[src/rtl/btb_predictor.sv]
// Direct-mapped branch target buffer with 2-bit direction counters.
// Combinational next-PC prediction, trained from the resolve stage, with saturating statistics.
module btb_predictor #(
    parameter int ADDR_W  = 16,
    parameter int ENTRIES = 16,
    parameter int IDX_LSB = 2,
    parameter int PC_INC  = 4,
    parameter int CNT_W   = 16
) (
    input  logic              clk,
    input  logic              rst,
    input  logic [ADDR_W-1:0] lookup_pc,
    output logic              pred_hit,
    output logic              pred_taken,
    output logic [ADDR_W-1:0] pred_pc,
    input  logic              upd_valid,
    input  logic [ADDR_W-1:0] upd_pc,
    input  logic              upd_taken,
    input  logic [ADDR_W-1:0] upd_target,
    input  logic              flush,
    output logic              mispredict,
    output logic [CNT_W-1:0]  hit_count,
    output logic [CNT_W-1:0]  mispred_count
);

    localparam int IDX_W = $clog2(ENTRIES);
    localparam int TAG_W = ADDR_W - IDX_LSB - IDX_W;
    localparam logic [ADDR_W-1:0] PC_STEP = ADDR_W'(PC_INC);

    logic [ENTRIES-1:0] r_valid;
    logic [TAG_W-1:0]   r_tag    [ENTRIES];
    logic [ADDR_W-1:0]  r_target [ENTRIES];
    logic [1:0]         r_cnt    [ENTRIES];

    logic               r_mispredict;
    logic [CNT_W-1:0]   r_hit_count;
    logic [CNT_W-1:0]   r_mispred_count;

    logic [IDX_W-1:0]   w_lidx;
    logic [TAG_W-1:0]   w_ltag;
    logic               w_lhit;
    logic               w_ltaken;
    logic [IDX_W-1:0]   w_uidx;
    logic [TAG_W-1:0]   w_utag;
    logic               w_uhit;
    logic [1:0]         w_ucnt;
    logic [1:0]         w_cnt_next;
    logic               w_pred_dir;
    logic               w_mis_evt;
    logic               w_unused;

    assign w_lidx   = lookup_pc[IDX_LSB +: IDX_W];
    assign w_ltag   = lookup_pc[ADDR_W-1 -: TAG_W];
    assign w_lhit   = r_valid[w_lidx] && (r_tag[w_lidx] == w_ltag);
    assign w_ltaken = w_lhit && r_cnt[w_lidx][1];

    assign pred_hit   = w_lhit;
    assign pred_taken = w_ltaken;
    assign pred_pc    = w_ltaken ? r_target[w_lidx] : lookup_pc + PC_STEP;

    assign w_uidx     = upd_pc[IDX_LSB +: IDX_W];
    assign w_utag     = upd_pc[ADDR_W-1 -: TAG_W];
    assign w_uhit     = r_valid[w_uidx] && (r_tag[w_uidx] == w_utag);
    assign w_ucnt     = r_cnt[w_uidx];
    assign w_pred_dir = w_uhit && w_ucnt[1];

    // Judged against the pre-update table, so flush does not hide the event.
    assign w_mis_evt = upd_valid &&
                       ((w_pred_dir != upd_taken) ||
                        (w_pred_dir && upd_taken && (r_target[w_uidx] != upd_target)));

    // The index bits below IDX_LSB never participate in lookup or update.
    assign w_unused = ^{lookup_pc, upd_pc};

    always_comb begin
        w_cnt_next = w_ucnt;
        if (upd_taken) begin
            if (w_ucnt != 2'd3) w_cnt_next = w_ucnt + 2'd1;
        end else begin
            if (w_ucnt != 2'd0) w_cnt_next = w_ucnt - 2'd1;
        end
    end

    always_ff @(posedge clk) begin
        if (rst) begin
            r_valid <= '0;
            for (int i = 0; i < ENTRIES; i++) begin
                r_tag[i]    <= '0;
                r_target[i] <= '0;
                r_cnt[i]    <= 2'd1;
            end
        end else if (flush) begin
            r_valid <= '0;
        end else if (upd_valid) begin
            if (w_uhit) begin
                r_cnt[w_uidx] <= w_cnt_next;
                if (upd_taken) r_target[w_uidx] <= upd_target;
            end else if (upd_taken) begin
                r_valid[w_uidx]  <= 1'b1;
                r_tag[w_uidx]    <= w_utag;
                r_target[w_uidx] <= upd_target;
                r_cnt[w_uidx]    <= 2'd2;
            end
        end
    end

    always_ff @(posedge clk) begin
        if (rst) begin
            r_mispredict    <= 1'b0;
            r_hit_count     <= '0;
            r_mispred_count <= '0;
        end else begin
            r_mispredict <= w_mis_evt;
            if (w_lhit && (r_hit_count != '1))
                r_hit_count <= r_hit_count + CNT_W'(1);
            if (w_mis_evt && (r_mispred_count != '1))
                r_mispred_count <= r_mispred_count + CNT_W'(1);
        end
    end

    assign mispredict    = r_mispredict;
    assign hit_count     = r_hit_count;
    assign mispred_count = r_mispred_count;

endmodule

[config.mk]
export PLATFORM = sky130hd
export DESIGN_NAME = btb_predictor
export DESIGN_NICKNAME = d
export VERILOG_FILES = /design/src/rtl/btb_predictor.sv
export SDC_FILE = /design/constraint.sdc
export NUM_CORES = 1
export LEC_CHECK = 0
export BUFFER_PORTS_ARGS = -buffer_cell sky130_fd_sc_hd__buf_2
export CAP_MARGIN = 30
export CORE_MARGIN = 2
export CORE_UTILIZATION = 55
export DETAILED_ROUTE_END_ITERATION = 10
export PLACE_DENSITY = 0.77
export SYNTH_ARGS = -nofsm -noshare
export SYNTH_HDL_FRONTEND = slang
export SYNTH_SLANG_ARGS = --single-unit
[constraint.sdc]
create_clock -name clk -period 5.8 [get_ports clk]
set_input_delay 0.87 -clock clk [delete_from_list [all_inputs] [get_ports clk]]
set_output_delay 0.87 -clock clk [all_outputs]
set_load 0.02 [all_outputs]
======== Word level (Yosys, flattened, before mapping) ========
Memories as Yosys holds them, arrays and structs flattened.
Cells that the tools add are included.
operators by class
  add/sub/neg operators ................... 5
  $mul .................................... 0
  divide/modulo/power cells ............... 0
  order comparisons ....................... 3
  eq/ne operators ......................... 7
  shift operators ......................... 0
  mux-type cells .......................... 39
  bitwise gates (word level) .............. 4
  reduce and logical (&&, ||, !) cells .... 17
operators by type and width
  operator                                                                             count
  16-bit two-way mux                                                                   3
  16-bit by 1-bit adder with 16-bit output, second input constant                      2
  16-bit inequality test, second input constant                                        2
  1-bit two-way mux                                                                    24
  10-bit == test                                                                       2
  16-bit by 3-bit adder with 16-bit output, second input constant                      1
  16-bit inequality test                                                               1
  16-bit bitwise OR                                                                    1
  16-bit OR reduction                                                                  1
  4-bit two-way mux                                                                    3
  1-bit logical AND                                                                    10
  4-bit by 5-bit less-than comparator with 1-bit output, second input constant         2
  10-bit two-way mux                                                                   1
  2-bit two-way mux                                                                    5
  10-bit OR reduction                                                                  1
  1-bit binary-select mux with 4-bit select                                            2
  1-bit demux with 4-bit select                                                        1
  4-bit by 1-bit greater-or-equal comparator with 1-bit output, second input constant  1
  2-bit OR reduction                                                                   2
  3-bit AND reduction                                                                  1
  2-bit by 1-bit adder with 2-bit output, second input constant                        1
  2-bit inequality test, second input constant                                         1
  1-bit bitwise OR                                                                     2
  2-bit nonzero test                                                                   1
  other kinds (4)                                                                      4
storage, ports and cells
  flip-flop bits (word level) ............. 49
  bits in latches ......................... 0
  RAM bits ................................ 448
  bits in read-only memories .............. 0
  input port bits ......................... 53
  output and inout port bits .............. 51
  word-level logic and storage cells ...... 82
  memories ................................ 3
memories
  name      depth  width  read ports  clocked after memory_dff  write ports  RTL line  text
  r_target  16     16     2           0                         16           32        logic [ADDR_W-1:0] r_target [ENTRIES];
  r_tag     16     10     2           0                         16           31        logic [TAG_W-1:0] r_tag [ENTRIES];
  r_cnt     16     2      2           0                         16           33        logic [1:0] r_cnt [ENTRIES];

======== Longest topological paths before layout ========
  depth after elaboration ................. 11
  gate-level depth with buffers ........... 18
  gate-level depth less buffers ........... 13

======== Least setup slack after synthesis ========
No wires, ideal clock.
  kind .................................... input port to flip-flop
  start point ............................. input port upd_pc[2]
  end point ............................... register r_mispred_count[1], in the netlist mispred_count[1]
  library setup time ...................... 116 ps
  arrival time ............................ 4810 ps
  data required time ...................... 5684 ps
  path slack .............................. 874 ps
  cell stages on the path ................. 16
  buffers on the path ..................... 3
  cells stage by stage .................... buf_4 > buf_2 > mux4_2 > mux4_2 > xnor2_1 > nand3_1 > nor3_1 > and2_1 > ha_1 > a2111oi_0 > o31ai_1 > a2111oi_2 > or2_2 > buf_2 > nor3b_1 > a31o_2
between the ends
  longest elaborated chain between the ends .. 9
  elaborated cells between the ends (all ways) .. 15
  classes of those cells .................. eq/ne (3); mux (2); reduce/logical (7); memory (3)
RTL lines
  element                                                                               RTL line  text
  start: declaration                                                                    17        input logic [ADDR_W-1:0] upd_pc,
  memory read 16 x 10 bit or 1-bit binary-select mux with 4-bit select (tied branches)  n/a
  10-bit == test or 1-bit two-way mux (tied branches)                                   63        assign w_uhit = r_valid[w_uidx] && (r_tag[w_uidx] == w_utag);
  1-bit logical AND                                                                     63
  1-bit logical AND                                                                     65        assign w_pred_dir = w_uhit && w_ucnt[1];
  1-bit logical AND (2 in a row)                                                        70        (w_pred_dir && upd_taken && (r_target[w_uidx] != upd_target)));
  1-bit logical OR *                                                                    69        ((w_pred_dir != upd_taken) ||
  1-bit logical AND *                                                                   68        assign w_mis_evt = upd_valid &&
  1-bit logical AND *                                                                   116       if (w_mis_evt && (r_mispred_count != '1))
  end signal: assignment                                                                117       r_mispred_count <= r_mispred_count + CNT_W'(1);
  end: declaration                                                                      37        logic [CNT_W-1:0] r_mispred_count;
Mark *: on every way between the ends. The rest lies on a longest branch, timed or not. The select of a mux whose other input is x is not followed.
A chain may end at the register's enable or synchronous reset.

======== Worst setup path in the final report ========
  start point ............................. input port lookup_pc[2]
  end point ............................... output port pred_pc[3]
between the ends
  longest elaborated chain between the ends .. 5
  elaborated cells between the ends (all ways) .. 10
  classes of those cells .................. add/sub (1); eq/ne (1); mux (3); reduce/logical (2); memory (3)
RTL lines
  element                                                                               RTL line  text
  start: declaration                                                                    12        input logic [ADDR_W-1:0] lookup_pc,
  memory read 16 x 10 bit or 1-bit binary-select mux with 4-bit select (tied branches)  n/a
  10-bit == test or 1-bit two-way mux (tied branches)                                   54        assign w_lhit = r_valid[w_lidx] && (r_tag[w_lidx] == w_ltag);
  1-bit logical AND                                                                     54
  1-bit logical AND                                                                     55        assign w_ltaken = w_lhit && r_cnt[w_lidx][1];
  16-bit two-way mux *                                                                  59        assign pred_pc = w_ltaken ? r_target[w_lidx] : lookup_pc + PC_STEP;
  end: declaration                                                                      15        output logic [ADDR_W-1:0] pred_pc,
Marked as above.

==> reports/qor.json <==
{
  "cts_hold_repair.buffers": 0,
  "worstMarginPinSlew_ps": 1140,
  "syn_inst": 1996,
  "fp.dieH_microns": 225,
  "wl_per_cell_microns": 31.0,
  "finalWirelength_mm": 83.7,
  "ys_dominant_reg_cell": "sky130_fd_sc_hd__edfxtp_1",
  "achievable-frequency_mhz": 194,
  "synthesis.area_per_instance_sq_um": 13.5,
  "leakagePower_nw": 10.7,
  "period_needed_ps": 5150,
  "synth-edff-count": 448,
  "vias_per_instance": 7.21,
  "grt_pass1_vias": 18700,
  "fp.dieArea_sq_um": 50800,
  "globalplace.congestion": 0.969,
  "cts_inserted_buffers": 49,
  "cts.repair_timing.setup_buffer_count": 0,
  "syn2layout_area_growth_pct": 10.4,
  "floorplan.initialDensity_pct": 55.4,
  "reg2regPathDepth": 17,
  "first_pass_grt_wire_length_mm": 121,
  "antenna_violating_nets_remaining": 0,
  "pwr_density_cell_nw_per_um2": 279,
  "totalPowerFinal_mw": 8.30,
  "drt_iter0_drc": 3241,
  "rows": 81,
  "clkSlewWorstSetupHoldPaths_ps": 60,
  "synthesis.yosys.warnings": 0,
  "status": "complete, no violations",
  "max-clock-path-buffers": 3,
  "reg2reg_to": "mispred_count[13]$_SDFFE_PP0P_",
  "r2r-start": "r_tag[15][3]$_SDFFCE_PN0P_",
  "floorplan.core_area_sq_um": 48600,
  "drv.max_cap_violation_count": 0,
  "setup_viol": 0,
  "drv_slew": 0,
  "postSynthRegisterBits": 497,
  "numClockSinks": 497,
  "synth_seq_area_share_pct": 53.6,
  "hold_path.class": "flop to flop",
  "final.period_utilization_pct": 88.8,
  "die_x_extent_microns": 225,
  "synth_area_sq_um": 26900,
  "ff2ff_setup_slack_ps": 1110,
  "final_sum_of_negative_setup_slack_ps": 0,
  "crit_fanout": 38,
  "post_cts_resize_count": 0,
  "hpwlAfterDp_mm": 54.0,
  "worst_clock_skew_ps": 19.1,
  "launch_point_of_the_worst_hold_path": "r_valid[11]$_SDFFE_PP0P_",
  "worst_hold_path.endpoint": "r_valid[11]$_SDFFE_PP0P_",
  "cts-root-buf": "sky130_fd_sc_hd__clkbuf_16",
  "synth_async_sr_flop_share_pct": 0,
  "endpoint_type_of_the_worst_setup_path": "output pin",
  "drt_drc_violations_left": 0,
  "clkLatencyLatePin_ps": 580,
  "drt_pass1_iterations": 6,
  "share_of_cells_above_drive_strength_1_pct": 27.0,
  "hold_violations": 0,
  "cts-htree-levels": 2,
  "overflow": 0,
  "max_slew_margin_pct": 23.8,
  "top_level_ports": 104,
  "grt_max_degree": 116,
  "startpoint_type": "input port",
  "grt_antenna_before_repair": 4,
  "clock_tree_from_tritoncts": "done",
  "synthDistinctLibCells": 54,
  "grt.total_usage_pct": 33.0,
  "worstSetupPathType": "input port to output pin",
  "postSynthNetCount": 2053,
  "cell_depth_of_the_worst_hold_path": 1,
  "vias": 19500,
  "worstPathArrival_ps": 4280,
  "setup_repair_after_global_routing_missed_its_margin": "no",
  "io_buffers": 101,
  "finish.net_count": 2097,
  "largest_vdd_supply_drop_mv": 0.215,
  "critPathRequiredTime_ps": 4930
}
==> worst max-delay path: stages <==
cell                       delay, ps
sky130_fd_sc_hd__clkbuf_8        410
sky130_fd_sc_hd__mux4_2          580
sky130_fd_sc_hd__mux2i_1         190
sky130_fd_sc_hd__xnor2_1          90
sky130_fd_sc_hd__o32ai_1         500
sky130_fd_sc_hd__buf_4           210
sky130_fd_sc_hd__nand4_1         230
sky130_fd_sc_hd__nor4_2          310
sky130_fd_sc_hd__buf_4           250
sky130_fd_sc_hd__mux2_2          410
sky130_fd_sc_hd__buf_2           190
==> Yosys cell counts, types with 4 or more instances <==
| master | number | share of area (%) |
|---|---|---|
| sky130_fd_sc_hd__a21o_1 | 19 | 0.53 |
| sky130_fd_sc_hd__a21oi_1 | 24 | 0.45 |
| sky130_fd_sc_hd__a22oi_1 | 20 | 0.56 |
| sky130_fd_sc_hd__and2_1 | 30 | 0.70 |
| sky130_fd_sc_hd__and3_1 | 196 | 4.6 |
| sky130_fd_sc_hd__buf_1 | 22 | 0.31 |
| sky130_fd_sc_hd__buf_2 | 28 | 0.52 |
| sky130_fd_sc_hd__buf_4 | 13 | 0.36 |
| sky130_fd_sc_hd__buf_6 | 11 | 0.46 |
| sky130_fd_sc_hd__clkbuf_1 | 124 | 1.7 |
| sky130_fd_sc_hd__dfxtp_1 | 49 | 3.6 |
| sky130_fd_sc_hd__edfxtp_1 | 448 | 50 |
| sky130_fd_sc_hd__ha_1 | 4 | 0.19 |
| sky130_fd_sc_hd__inv_1 | 10 | 0.14 |
| sky130_fd_sc_hd__mux2_2 | 14 | 0.59 |
| sky130_fd_sc_hd__mux2i_1 | 93 | 3.5 |
| sky130_fd_sc_hd__mux4_2 | 232 | 19 |
| sky130_fd_sc_hd__nand2_1 | 95 | 1.3 |
| sky130_fd_sc_hd__nand2b_1 | 5 | 0.12 |
| sky130_fd_sc_hd__nand3_1 | 39 | 0.72 |
| sky130_fd_sc_hd__nand4_1 | 16 | 0.37 |
| sky130_fd_sc_hd__nor2_1 | 212 | 3.0 |
| sky130_fd_sc_hd__nor2b_1 | 9 | 0.21 |
| sky130_fd_sc_hd__nor3_1 | 91 | 1.7 |
| sky130_fd_sc_hd__nor3b_1 | 4 | 0.11 |
| sky130_fd_sc_hd__nor4_1 | 7 | 0.16 |
| sky130_fd_sc_hd__o21ai_0 | 45 | 0.84 |
| sky130_fd_sc_hd__o22ai_1 | 7 | 0.16 |
| sky130_fd_sc_hd__or2_2 | 20 | 0.46 |
| sky130_fd_sc_hd__or3_1 | 15 | 0.35 |
| sky130_fd_sc_hd__xnor2_1 | 45 | 1.5 |
| sky130_fd_sc_hd__xor2_1 | 13 | 0.42 |
==> power by group <==
group | switching [mW] | leakage (nW) | total (mW) | internal [mW]
registers | 0.0954 | 4.67 | 4.16 | 4.07
clock network | 1.37 | 0.737 | 3.08 | 1.71
logic | 0.623 | 5.32 | 1.06 | 0.439
total | 2.09 | 10.7 | 8.30 | 6.21
==> registers in the layout, summed over array words and instances (netlist names) <==
signal / count
r_target: 256
r_valid: 16
hit_count: 16
r_tag: 160
mispred_count: 16
mispredict: 1
r_cnt: 32
==> cell type report <==
class,count,area (sq um)
fill,3575,18900
sequential,497,14400
multi-input combinational,1289,11700
clock buffer,67,1350
timing repair buffer,191,1260
tap,622,778
clock inverter,22,155
inverter,12,45.0
antenna,3,7.51
==> stage by stage <==
stage               cells  worst slack (ps)  area (sq um)  hold WS, ps  util, %
floorplan            1996               874         26900          438        -
global placement     2609               274         28200          450     58.0
detailed placement   2609               239         28200          464     58.0
CTS                  2698               691         29700          478     61.1
global route         2701               551         29700          486     61.1
finish               2703               650         29700          481     61.1
==> placed cells by master, fill, tap and decap left out, types with 20 or more instances in the layout <==
cell and count:
sky130_fd_sc_hd__edfxtp_1 448, sky130_fd_sc_hd__mux4_2 232, sky130_fd_sc_hd__nor2_1 202, sky130_fd_sc_hd__and3_1 195
sky130_fd_sc_hd__buf_2 96, sky130_fd_sc_hd__nand2_1 94, sky130_fd_sc_hd__mux2i_1 93, sky130_fd_sc_hd__nor3_1 87
sky130_fd_sc_hd__buf_4 86, sky130_fd_sc_hd__clkbuf_16 51, sky130_fd_sc_hd__dfxtp_1 49, sky130_fd_sc_hd__xnor2_1 45
sky130_fd_sc_hd__nand3_1 39, sky130_fd_sc_hd__and2_1 30, sky130_fd_sc_hd__o21ai_0 29, sky130_fd_sc_hd__a21oi_1 24
sky130_fd_sc_hd__or2_2 20, sky130_fd_sc_hd__a22oi_1 20
==> how the worst max path moves through the flow <==
stage,from,end,slack [ps],cells past startpoint
floorplan,upd_pc[2],mispred_count[1]$_SDFFE_PP0P_,870,16
global placement,upd_pc[2],mispred_count[8]$_SDFFE_PP0P_,270,19
detailed placement,upd_pc[2],mispred_count[8]$_SDFFE_PP0P_,240,19
CTS,lookup_pc[2],pred_pc[3],690,11
global route,lookup_pc[2],pred_pc[3],550,11
finish,lookup_pc[2],pred_pc[3],650,11
==> routing by layer <==
layer	wire length (microns)	vias up	track usage, %
met2	39000	1657	51.4
li1	-	7829	-
met1	28500	9716	44.3
met4	4140	2	14.6
met5	8	-	0
met3	12100	286	8.46
==> cells by family (layout without fill, tap and decap cells) <==
kind of cell	after synthesis	after routing	share of synthesized area, %
compound gates	138	138	3.28
xor+xnor	58	58	1.89
fa+ha+maj	4	4	0.186
buf+inv	210	292	3.54
flops	497	497	53.6
mux	339	339	23.4
other cells	0	3	0
simple gates	750	750	14.1
Note: power is estimated with default switching activity, not from simulation.
